$ cat src/rtl/byte_word_memory_ctl.sv
// Byte-masked word memory with a registered read port and a clear sequencer
// that zeroes every line after reset or when init is pulsed.
//
// state   | meaning
// --------+-----------------------------------------------------------
// S_CLEAR | writing zero to line r_clr_cnt each cycle; ready low
// S_IDLE  | accepting one read or write per cycle; ready high
module byte_word_memory_ctl #(
    parameter int WORDBYTES = 4,
    parameter int LINES     = 16,
    parameter int SETBITS   = $clog2(LINES)
) (
    input  logic                   clk,
    input  logic                   reset_n,
    input  logic                   init,
    input  logic                   req,
    input  logic                   we,
    input  logic [SETBITS-1:0]     set,
    input  logic [WORDBYTES-1:0]   ByteMask,
    input  logic [8*WORDBYTES-1:0] wd,
    output logic                   ready,
    output logic                   rvalid,
    output logic [8*WORDBYTES-1:0] rd
);

    typedef enum logic {S_CLEAR, S_IDLE} state_t;

    state_t                   r_state;
    state_t                   w_state_nxt;
    logic [SETBITS-1:0]       r_clr_cnt;
    logic [SETBITS-1:0]       w_clr_cnt_nxt;
    logic [8*WORDBYTES-1:0]   r_mem [LINES];

    logic                     w_accept;
    logic                     w_in_range;
    logic                     w_mem_we;
    logic [SETBITS-1:0]       w_mem_addr;
    logic [WORDBYTES-1:0]     w_mem_mask;
    logic [8*WORDBYTES-1:0]   w_mem_wdata;

    // Non-power-of-two depths leave part of the index space unbacked.
    assign w_in_range = (32'(set) < 32'(LINES));
    assign w_accept   = req & ready;

    always_ff @(posedge clk or negedge reset_n) begin
        if (!reset_n) begin
            r_state   <= S_CLEAR;
            r_clr_cnt <= '0;
        end else begin
            r_state   <= w_state_nxt;
            r_clr_cnt <= w_clr_cnt_nxt;
        end
    end

    always_comb begin
        w_state_nxt   = r_state;
        w_clr_cnt_nxt = r_clr_cnt;
        ready         = 1'b0;
        w_mem_we      = 1'b0;
        w_mem_addr    = set;
        w_mem_mask    = ByteMask;
        w_mem_wdata   = wd;
        unique case (r_state)
            S_CLEAR: begin
                w_mem_we    = 1'b1;
                w_mem_addr  = r_clr_cnt;
                w_mem_mask  = '1;
                w_mem_wdata = '0;
                if (r_clr_cnt == SETBITS'(LINES - 1)) begin
                    w_state_nxt   = S_IDLE;
                    w_clr_cnt_nxt = '0;
                end else begin
                    w_clr_cnt_nxt = r_clr_cnt + SETBITS'(1);
                end
            end
            S_IDLE: begin
                ready    = 1'b1;
                w_mem_we = req & we & w_in_range;
                if (init) begin
                    w_state_nxt   = S_CLEAR;
                    w_clr_cnt_nxt = '0;
                end
            end
            default: w_state_nxt = S_CLEAR;
        endcase
    end

    // Storage has no reset; only the clear sequencer zeroes it.
    always_ff @(posedge clk) begin
        if (w_mem_we) begin
            for (int b = 0; b < WORDBYTES; b++) begin
                if (w_mem_mask[b]) begin
                    r_mem[w_mem_addr][8*b +: 8] <= w_mem_wdata[8*b +: 8];
                end
            end
        end
    end

    always_ff @(posedge clk or negedge reset_n) begin
        if (!reset_n) begin
            rvalid <= 1'b0;
            rd     <= '0;
        end else begin
            rvalid <= w_accept & ~we;
            if (w_accept && !we) begin
                rd <= w_in_range ? r_mem[set] : '0;
            end
        end
    end

endmodule

$ cat config.mk
export PLATFORM = sky130hd
export DESIGN_NAME = byte_word_memory_ctl
export DESIGN_NICKNAME = d
export VERILOG_FILES = /design/src/rtl/byte_word_memory_ctl.sv
export SDC_FILE = /design/constraint.sdc
export NUM_CORES = 1
export LEC_CHECK = 0
export BUFFER_PORTS_ARGS = -buffer_cell sky130_fd_sc_hd__clkbuf_2
export CORE_MARGIN = 2
export CORE_UTILIZATION = 45
export DETAILED_ROUTE_END_ITERATION = 6
export HOLD_SLACK_MARGIN = 0.02
export SLEW_MARGIN = 5
export SYNTH_ARGS = -nofsm -noshare
export SYNTH_HDL_FRONTEND = slang
export SYNTH_SLANG_ARGS = --single-unit
$ cat constraint.sdc
create_clock -name clk -period 2.4 [get_ports clk]
set_clock_uncertainty 0.15 [all_clocks]
set_input_delay 0.48 -clock clk [delete_from_list [all_inputs] [get_ports clk]]
set_output_delay 0.48 -clock clk [all_outputs]
set_load 0.02 [all_outputs]
==> reports/summary.txt, run 1 <==
pwr dens = 1067 nW/µm²
Total GRT Usage = 20.66%
Setup Viol. Count Final = 0
Worst Setup End Kind = output port
drt first pass iters = 7
Via density = 5.575
main combinational cell family by area after synthesis = multiplexers
Synth Flop Type = edfxtp_1
asr flop ratio synth = 6.909%
top achievable clock speed = 0.4331 GHz
Final Hold Fails = 0
vias in the first global route = 11670
Worst-Skew Late Latency = 600 ps
worst endpoint data arrival time = 1680 ps
Crit Path Class = reg2out
RSZ-0062 raised after global routing = no
Antenna diodes = 0
post-synthesis simple-gate area fraction = 5.121%
Max IR drop VDD = 0.6326 mV
Synth Area in Adders = 0.05807%
Post-CTS Setup Inserts = 0
XOR/XNOR share of the synthesized area = 0.04065%
# rows = 80
post-synthesis compound-gate area fraction = 4.349%
ANT nets after route = 0
Final Slew Violations = 0
EDFF count, synth = 512
routed via count = 11540
CTS Buf Count = 54
Buffers on Ports = 78
Synth warnings = 0
FF/Latch Area = 16330 µm²
largest net degree at the start of global routing = 56
H-tree levels = 2
mux cell area share after synthesis = 12.66%
Die Span Y = 222.8 µm
fin nets = 1456
Die ar. = 49650 µm²
Clock Path Buffers = 3
CORE AREA = 47550 µm²
outcome = complete, no violations
Net Sw Frac = 28.07%
Synth cell types = 37
combinational fraction of design power = 19.7%
Worst setup SP type = flip-flop
max-cap check violation count = 0
Max FO, Critical Path = 24
total power = 26850 µW
FILL cells = 3805
Die X = 222.8 µm
most common cell after layout, fill and taps aside = edfxtp_1
CTS Sinks = 550
P&R area growth vs syn = 16.76%
remaining global-route overflow = 0
DR DRC count = 0
Pint = 19310 µW
Lkg Pwr = 0.009154 µW
Sum Neg Setup Slack = 0 ps
final WL = 50.85 mm
Seq/Total Area, Yosys = 75.76%
share of layout cells above drive strength 1 = 24.48%
Rel. slew slack = 57.70%
Yosys reg bits = 550
transition time of the tightest slew-check pin = 634.5 ps
CTS tree = yes
RD Place Congestion = 0.8064
multi-input logic area = 4817 µm²
Clock power frac = 29.3%
initial core utilization = 45.32%
CTS root buf = clkbuf_16
Initial DRC Count = 991
first-pass GRT wire length = 75.00 mm
hold crit path type = in2async
DP HPWL = 33.03 mm
Worst-path clk slew = 60 ps
synthesized cell area = 21550 µm²
most frequent cells in the layout = edfxtp_1, mux2i_1, buf_4
fin crit period = 2309 ps
synthesized instance count = 1210
initial antenna violation count = 0
WL per Instance = 24.58 µm
critical path required time = 1770 ps
Mean Syn Cell Area = 17.81 µm²
Sw Pwr = 7535 µW
Tcrit/Tclk final = 96.21%
I/O pin total = 79
Syn Nets = 1256
sequential share of power = 51.0%
==> path summary, 6_finish.rpt <==
kind | startpoint | end | slack, ps | depth (start not counted)
setup / recovery | r_state | ready | 90 | 2
hold reg to reg | rd[9] | rd[9] | 380 | 2
max in group asynchronous | reset_n | rd[8] | 1270 | 3
setup reg to reg | r_state | r_mem[4][6] | 110 | 5
min in group clk | wd[27] | r_mem[8][27] | 250 | 3
hold / removal | reset_n | r_clr_cnt[3] | 160 | 2
==> cell usage after synthesis (2+ instances only) <==
cell | n | area share [%]
nand4_1 | 23 | 0.67
inv_1 | 4 | 0.070
dfrtp_1 | 38 | 4.4
a21oi_1 | 22 | 0.51
edfxtp_1 | 512 | 71
buf_6 | 7 | 0.37
nor2_1 | 98 | 1.7
and2_1 | 35 | 1.0
nand2_1 | 81 | 1.4
buf_2 | 19 | 0.44
a21boi_1 | 4 | 0.14
o32ai_1 | 2 | 0.081
clkbuf_1 | 34 | 0.59
a22oi_1 | 64 | 2.2
nand3_1 | 3 | 0.070
nor2b_1 | 4 | 0.12
o21ai_0 | 3 | 0.070
mux2i_1 | 133 | 6.2
o22ai_1 | 3 | 0.087
a31oi_1 | 31 | 0.90
mux4_2 | 62 | 6.5
buf_4 | 13 | 0.45
==> power by group through the flow <==
stage | Sequential (µW) | Combinational, µW | Clock [µW]
floorplan | 13900 | 2590 | 0
global placement | 13800 | 5260 | 0
detailed placement | 13900 | 5350 | 0
CTS | 13700 | 5360 | 8040
global route | 13900 | 5730 | 8370
finish | 13700 | 5290 | 7870
==> through the flow <==
stage | cells | worst slack [ps] | hold WS (ps) | util, % | area, µm²
5_1_grt | 2069 | 12.10 | 170.3 | 52.92 | 25160
2_1_floorplan | 1210 | 129.6 | 34.41 | - | 21550
4_1_cts | 2069 | 51.33 | 141.0 | 52.90 | 25150
3_3_place_gp | 1967 | 87.76 | 239.5 | 49.40 | 23490
3_5_place_dp | 1967 | 64.80 | 231.8 | 49.40 | 23490
6_report | 2069 | 90.88 | 161.9 | 52.92 | 25160
==> final cells by class <==
type	count	area share, %
Sequential cell	550	64.90
Multi-Input combinational cell	581	19.15
Timing Repair Buffer	218	6.311
Clock buffer	77	6.127
Tap cell	615	3.058
Clock inverter	23	0.3780
Inverter	5	0.07460
==> metal layers <==
metal  part of all wire (%)  track usage [%]  up-vias
met2                     49            33.80      361
met1                     43            28.64     5934
li1                       -                -     5156
met3                    5.6            3.227       84
met5                      0                0        -
met4                    2.4            6.625        0
==> logic make-up (layout without fill, tap and decap cells) <==
kind of cell	Yosys count	count (layout)
flops	550	550
simple gates	248	248
mux	195	195
compound gates	136	136
buf+inv	79	323
fa+ha+maj	1	1
xor+xnor	1	1
==> sequential cells by signal, summed over array words and instances (netlist names) <==
name and cells:
r_clr_cnt 4, rd 32, r_mem 512, r_state 1
rvalid 1
==> critical path, cell delays in order, from the launching register on <==
cell      delay [ps]
dfrtp_4          590
buf_6            270
clkbuf_2         210
==> repair_timing <==
item,4_1_cts,5_1_grt
setup endpoints to repair,1,89
hold endpoints to repair,43,0
hold buffers,2,0
gates resized for setup,2,1
Note: power is estimated with default switching activity, not from simulation.
==> inputs of run 2 (changes only) <==
Settings changed: CORE_MARGIN 2 to 8.
==> reports/summary.txt, run 2 (synthesized netlist as in run 1, its figures left out) <==
outcome = complete, no violations
Pint = 19800 µW
Buffers on Ports = 78
critical path required time = 2550 ps
CTS tree = yes
initial antenna violation count = 0
vias in the first global route = 11960
Lkg Pwr = 0.009155 µW
remaining global-route overflow = 0
DP HPWL = 32.65 mm
combinational fraction of design power = 19.0%
Die Span Y = 234.8 µm
RSZ-0062 raised after global routing = no
Rel. slew slack = 39.12%
Top reg by flops = r_mem
largest registers = r_mem: 512 flops, rd: 32 flops, r_clr_cnt: 4 flops
Design Area, Final = 25190 µm²
DR DRC count = 0
initial core utilization = 45.32%
first-pass GRT wire length = 76.90 mm
CTS root buf = clkbuf_16
Max IR drop VDD = 0.7111 mV
worst endpoint data arrival time = 2440 ps
Initial DRC Count = 1070
P&R area growth vs syn = 16.89%
WL per Instance = 24.88 µm
Clock Path Buffers = 3
fin nets = 1443
most common cell after layout, fill and taps aside = edfxtp_1
Net Sw Frac = 27.44%
transition time of the tightest slew-check pin = 909.9 ps
Tcrit/Tclk final = 95.64%
total power = 27290 µW
Max FO, Critical Path = 12
ANT nets after route = 0
fin crit period = 2295 ps
Crit Path Class = reg2reg
share of layout cells above drive strength 1 = 24.06%
most frequent cells in the layout = edfxtp_1, mux2i_1, buf_4
Die X = 234.8 µm
CTS Sinks = 550
Sum Neg Setup Slack = 0 ps
I/O pin total = 79
Clock power frac = 30.9%
CORE AREA = 47550 µm²
Cell Area, Placed = 23380 µm²
Worst-Skew Late Latency = 600 ps
Via density = 5.569
drt first pass iters = 5
H-tree levels = 2
pwr dens = 1083 nW/µm²
RD Place Congestion = 0.8344
top achievable clock speed = 0.4357 GHz
Worst setup SP type = flip-flop
Setup Viol. Count Final = 0
hold crit path type = in2reg
sequential share of power = 50.1%
max FFs per register = 512
# rows = 80
routed via count = 11460
largest net degree at the start of global routing = 56
Sw Pwr = 7488 µW
Total GRT Usage = 18.44%
Worst Setup End Kind = flip-flop
Worst-path clk slew = 60 ps
CTS Buf Count = 54
final WL = 51.21 mm
Die ar. = 55140 µm²
Final Hold Fails = 0
max-cap check violation count = 0
Final Slew Violations = 0
-- run 2: changes by cell type in the layout (fill, tap and decap cells not counted) --
cell	previous run	this run
buf_4	128	117
clkinv_1	16	8
clkbuf_1	16	22
bufinv_16	0	5
clkinv_2	7	5
buf_6	1	0
dfrtp_2	0	1
dfrtp_4	1	0
diode_2	0	1
dlygate4sd3_1	2	1
-- run 2: path summary, 6_finish.rpt --
path,slack (ps),cells past startpoint,start,end
setup / recovery,100,5,r_state,r_mem[4][20]
hold / removal,50,2,init,r_state
min in group asynchronous,260,2,reset_n,rd[25]
hold reg to reg,380,2,rd[22],rd[22]
setup reg to reg,100,5,r_state,r_mem[4][20]
max in group asynchronous,1220,3,reset_n,rd[13]
-- run 2: metrics by stage --
stage / std cells / worst slack (ps) / utilization, % / hold WS (ps)
detailed placement: 1952 / 50.14 / 49.17 / 348.8
finish: 2058 / 104.7 / 52.98 / 53.69
CTS: 2054 / 63.59 / 52.91 / 24.82
global route: 2057 / 16.44 / 52.97 / 31.77
floorplan: 1210 / 129.6 / - / 34.41
global placement: 1952 / 19.94 / 49.17 / 342.9
-- run 2: power groups by stage --
| stage | registers [µW] | clock network, µW | logic, µW |
|---|---|---|---|
| final | 13700 | 8430 | 5190 |
| after global routing | 13800 | 8970 | 5620 |
| after CTS | 13700 | 8610 | 5240 |
| after detailed placement | 13900 | 0 | 5220 |
| after global placement | 13800 | 0 | 5160 |
| after floorplan | 13900 | 0 | 2590 |
-- run 2: routing by layer --
| metal | part of all wire, % | wire, µm | global-route usage (%) | vias up |
|---|---|---|---|---|
| met4 | 3.0 | 1526 | 6.483 | 0 |
| met2 | 48 | 24600 | 30.32 | 419 |
| met3 | 6.3 | 3227 | 3.055 | 96 |
| met1 | 43 | 21850 | 24.75 | 5803 |
| met5 | 0 | 0 | 0 | - |
| li1 | - | - | - | 5142 |
-- run 2: cell type report --
type	instances	area [µm²]
Antenna cell	1	2.502
Inverter	5	18.77
Multi-Input combinational cell	581	4817
Clock buffer	83	1564
Clock inverter	18	205.2
Sequential cell	550	16330
Fill cell	3754	22360
Timing Repair Buffer	205	1484
Tap cell	615	769.5
-- run 2: critical path, stage by stage, from the launching register on --
cell and delay (ps):
dfrtp_2 490, o32ai_1 530, nand2_1 180, buf_4 190, nor2_1 210, buf_4 240
-- run 2: timing repair --
item / in CTS / in global routing
hold buffers: 1 / 0
buffers inserted: 0 / 3
resized for setup: 0 / 1
endpoints found under the hold margin: 13 / 0
endpoints found under the setup margin: 0 / 44
==> inputs of run 3 (changes only) <==
Clock period 2.4 ns to 2.1 ns, I/O delays scaled along.
==> reports/summary.txt, run 3 (synthesized netlist as in run 1, its figures left out) <==
outcome = complete, no violations
CTS Buf Count = 54
hold_ws = 198.7 ps
WL per Instance = 24.63 µm
pwr dens = 1235 nW/µm²
RD Place Congestion = 0.8592
max-cap check violation count = 0
Die ar. = 55140 µm²
CTS tree = yes
critical path required time = 2250 ps
Worst setup SP type = flip-flop
# rows = 80
max FFs per register = 512
drt first pass iters = 5
RSZ-0062 raised after global routing = yes
Rel. slew slack = 54.30%
most frequent cells in the layout = edfxtp_1, mux2i_1, buf_4
Max FO, Critical Path = 8
Crit Path Class = reg2reg
DR DRC count = 0
Final Slew Violations = 0
Via density = 5.521
Top reg by flops = r_mem
Buffers on Ports = 78
CP startpoint = r_state
transition time of the tightest slew-check pin = 685.5 ps
fin crit period = 2089 ps
DP HPWL = 32.70 mm
CTS Sinks = 550
most common cell after layout, fill and taps aside = edfxtp_1
I/O pin total = 79
Max IR drop VDD = 0.7151 mV
final WL = 51.57 mm
CTS root buf = clkbuf_16
Initial DRC Count = 972
Final Hold Fails = 0
min-delay src = wd[16]
total power = 32230 µW
Worst-path clk slew = 70 ps
H-tree levels = 2
dpl cells = 1985
Sum Neg Setup Slack = 0 ps
remaining global-route overflow = 0
vias in the first global route = 11990
Lkg Pwr = 0.009460 µW
Die Span Y = 234.8 µm
top achievable clock speed = 0.4787 GHz
Worst-Skew Late Latency = 600 ps
ANT nets after route = 0
final cell count without fillers = 2094
initial core utilization = 45.32%
initial antenna violation count = 2
Clock Path Buffers = 3
Die X = 234.8 µm
Total GRT Usage = 18.35%
fin nets = 1478
Setup Viol. Count Final = 0
routed via count = 11560
Tcrit/Tclk final = 99.48%
hold crit path type = in2reg
Worst Setup End Kind = flip-flop
Critical R2R Launch = r_state
P&R area growth vs syn = 21.15%
largest registers = r_mem: 512 flops, rd: 32 flops, r_clr_cnt: 4 flops
first-pass GRT wire length = 76.35 mm
largest net degree at the start of global routing = 55
CORE AREA = 47550 µm²
share of layout cells above drive strength 1 = 29.57%
worst endpoint data arrival time = 2240 ps
[run 3: where the power goes]
part | switching (µW) | internal (µW)
registers | 663 | 14900
clock network | 3940 | 5820
logic | 4260 | 2690
total | 8870 | 23400
[run 3: final cells by class]
| class | instances | area, µm² |
|---|---|---|
| clock buffers | 81 | 1546 |
| inverters | 5 | 18.77 |
| fillers | 3708 | 21440 |
| clock inverters | 21 | 254.0 |
| repair buffers | 240 | 2191 |
| multi-input cells | 581 | 4997 |
| flip-flops and latches | 550 | 16330 |
| well taps | 615 | 769.5 |
| diodes | 1 | 2.502 |
[run 3: path summary, 6_finish.rpt]
| kind | endpoint | slack [ps] | cells past startpoint |
|---|---|---|---|
| setup / recovery | r_mem[1][20] | 10 | 7 |
| max in group asynchronous | rd[20] | 950 | 3 |
| setup reg to reg | r_mem[1][20] | 10 | 7 |
| hold reg to reg | rd[22] | 400 | 2 |
| hold / removal | r_mem[15][16] | 200 | 3 |
| min in group asynchronous | rd[29] | 250 | 2 |
[run 3: per-layer routing]
layer	track usage, %	share of wire (%)	up-vias
met2	31.01	50	289
met1	24.29	44	5980
li1	-	-	5210
met5	0	0.016	-
met4	5.896	2.5	2
met3	2.809	4.2	81
[run 3: critical path: stages (launching register included)]
cell and delay (ps):
dfrtp_2 440, buf_6 150, buf_6 120, o32ai_4 360, nand2_2 150, buf_6 160
nor2_4 110, buf_8 150
[run 3: metrics by stage]
stage	setup WS (ps)	util, %	cell area, µm²
finish	10.98	54.91	26110
floorplan	-110.4	-	21620
global route	-46.02	54.91	26110
detailed placement	-285.6	50.60	24060
CTS	0.7054	54.66	25990
global placement	-210.2	50.60	24060
[run 3: what timing repair did]
item                                    4_1_cts  5_1_grt
endpoints found under the setup margin      329      356
resized for setup                            21       29
hold buffers                                  3        0
endpoints found under the hold margin        20        0
buffers inserted                              0        3
pin swaps                                     2        7
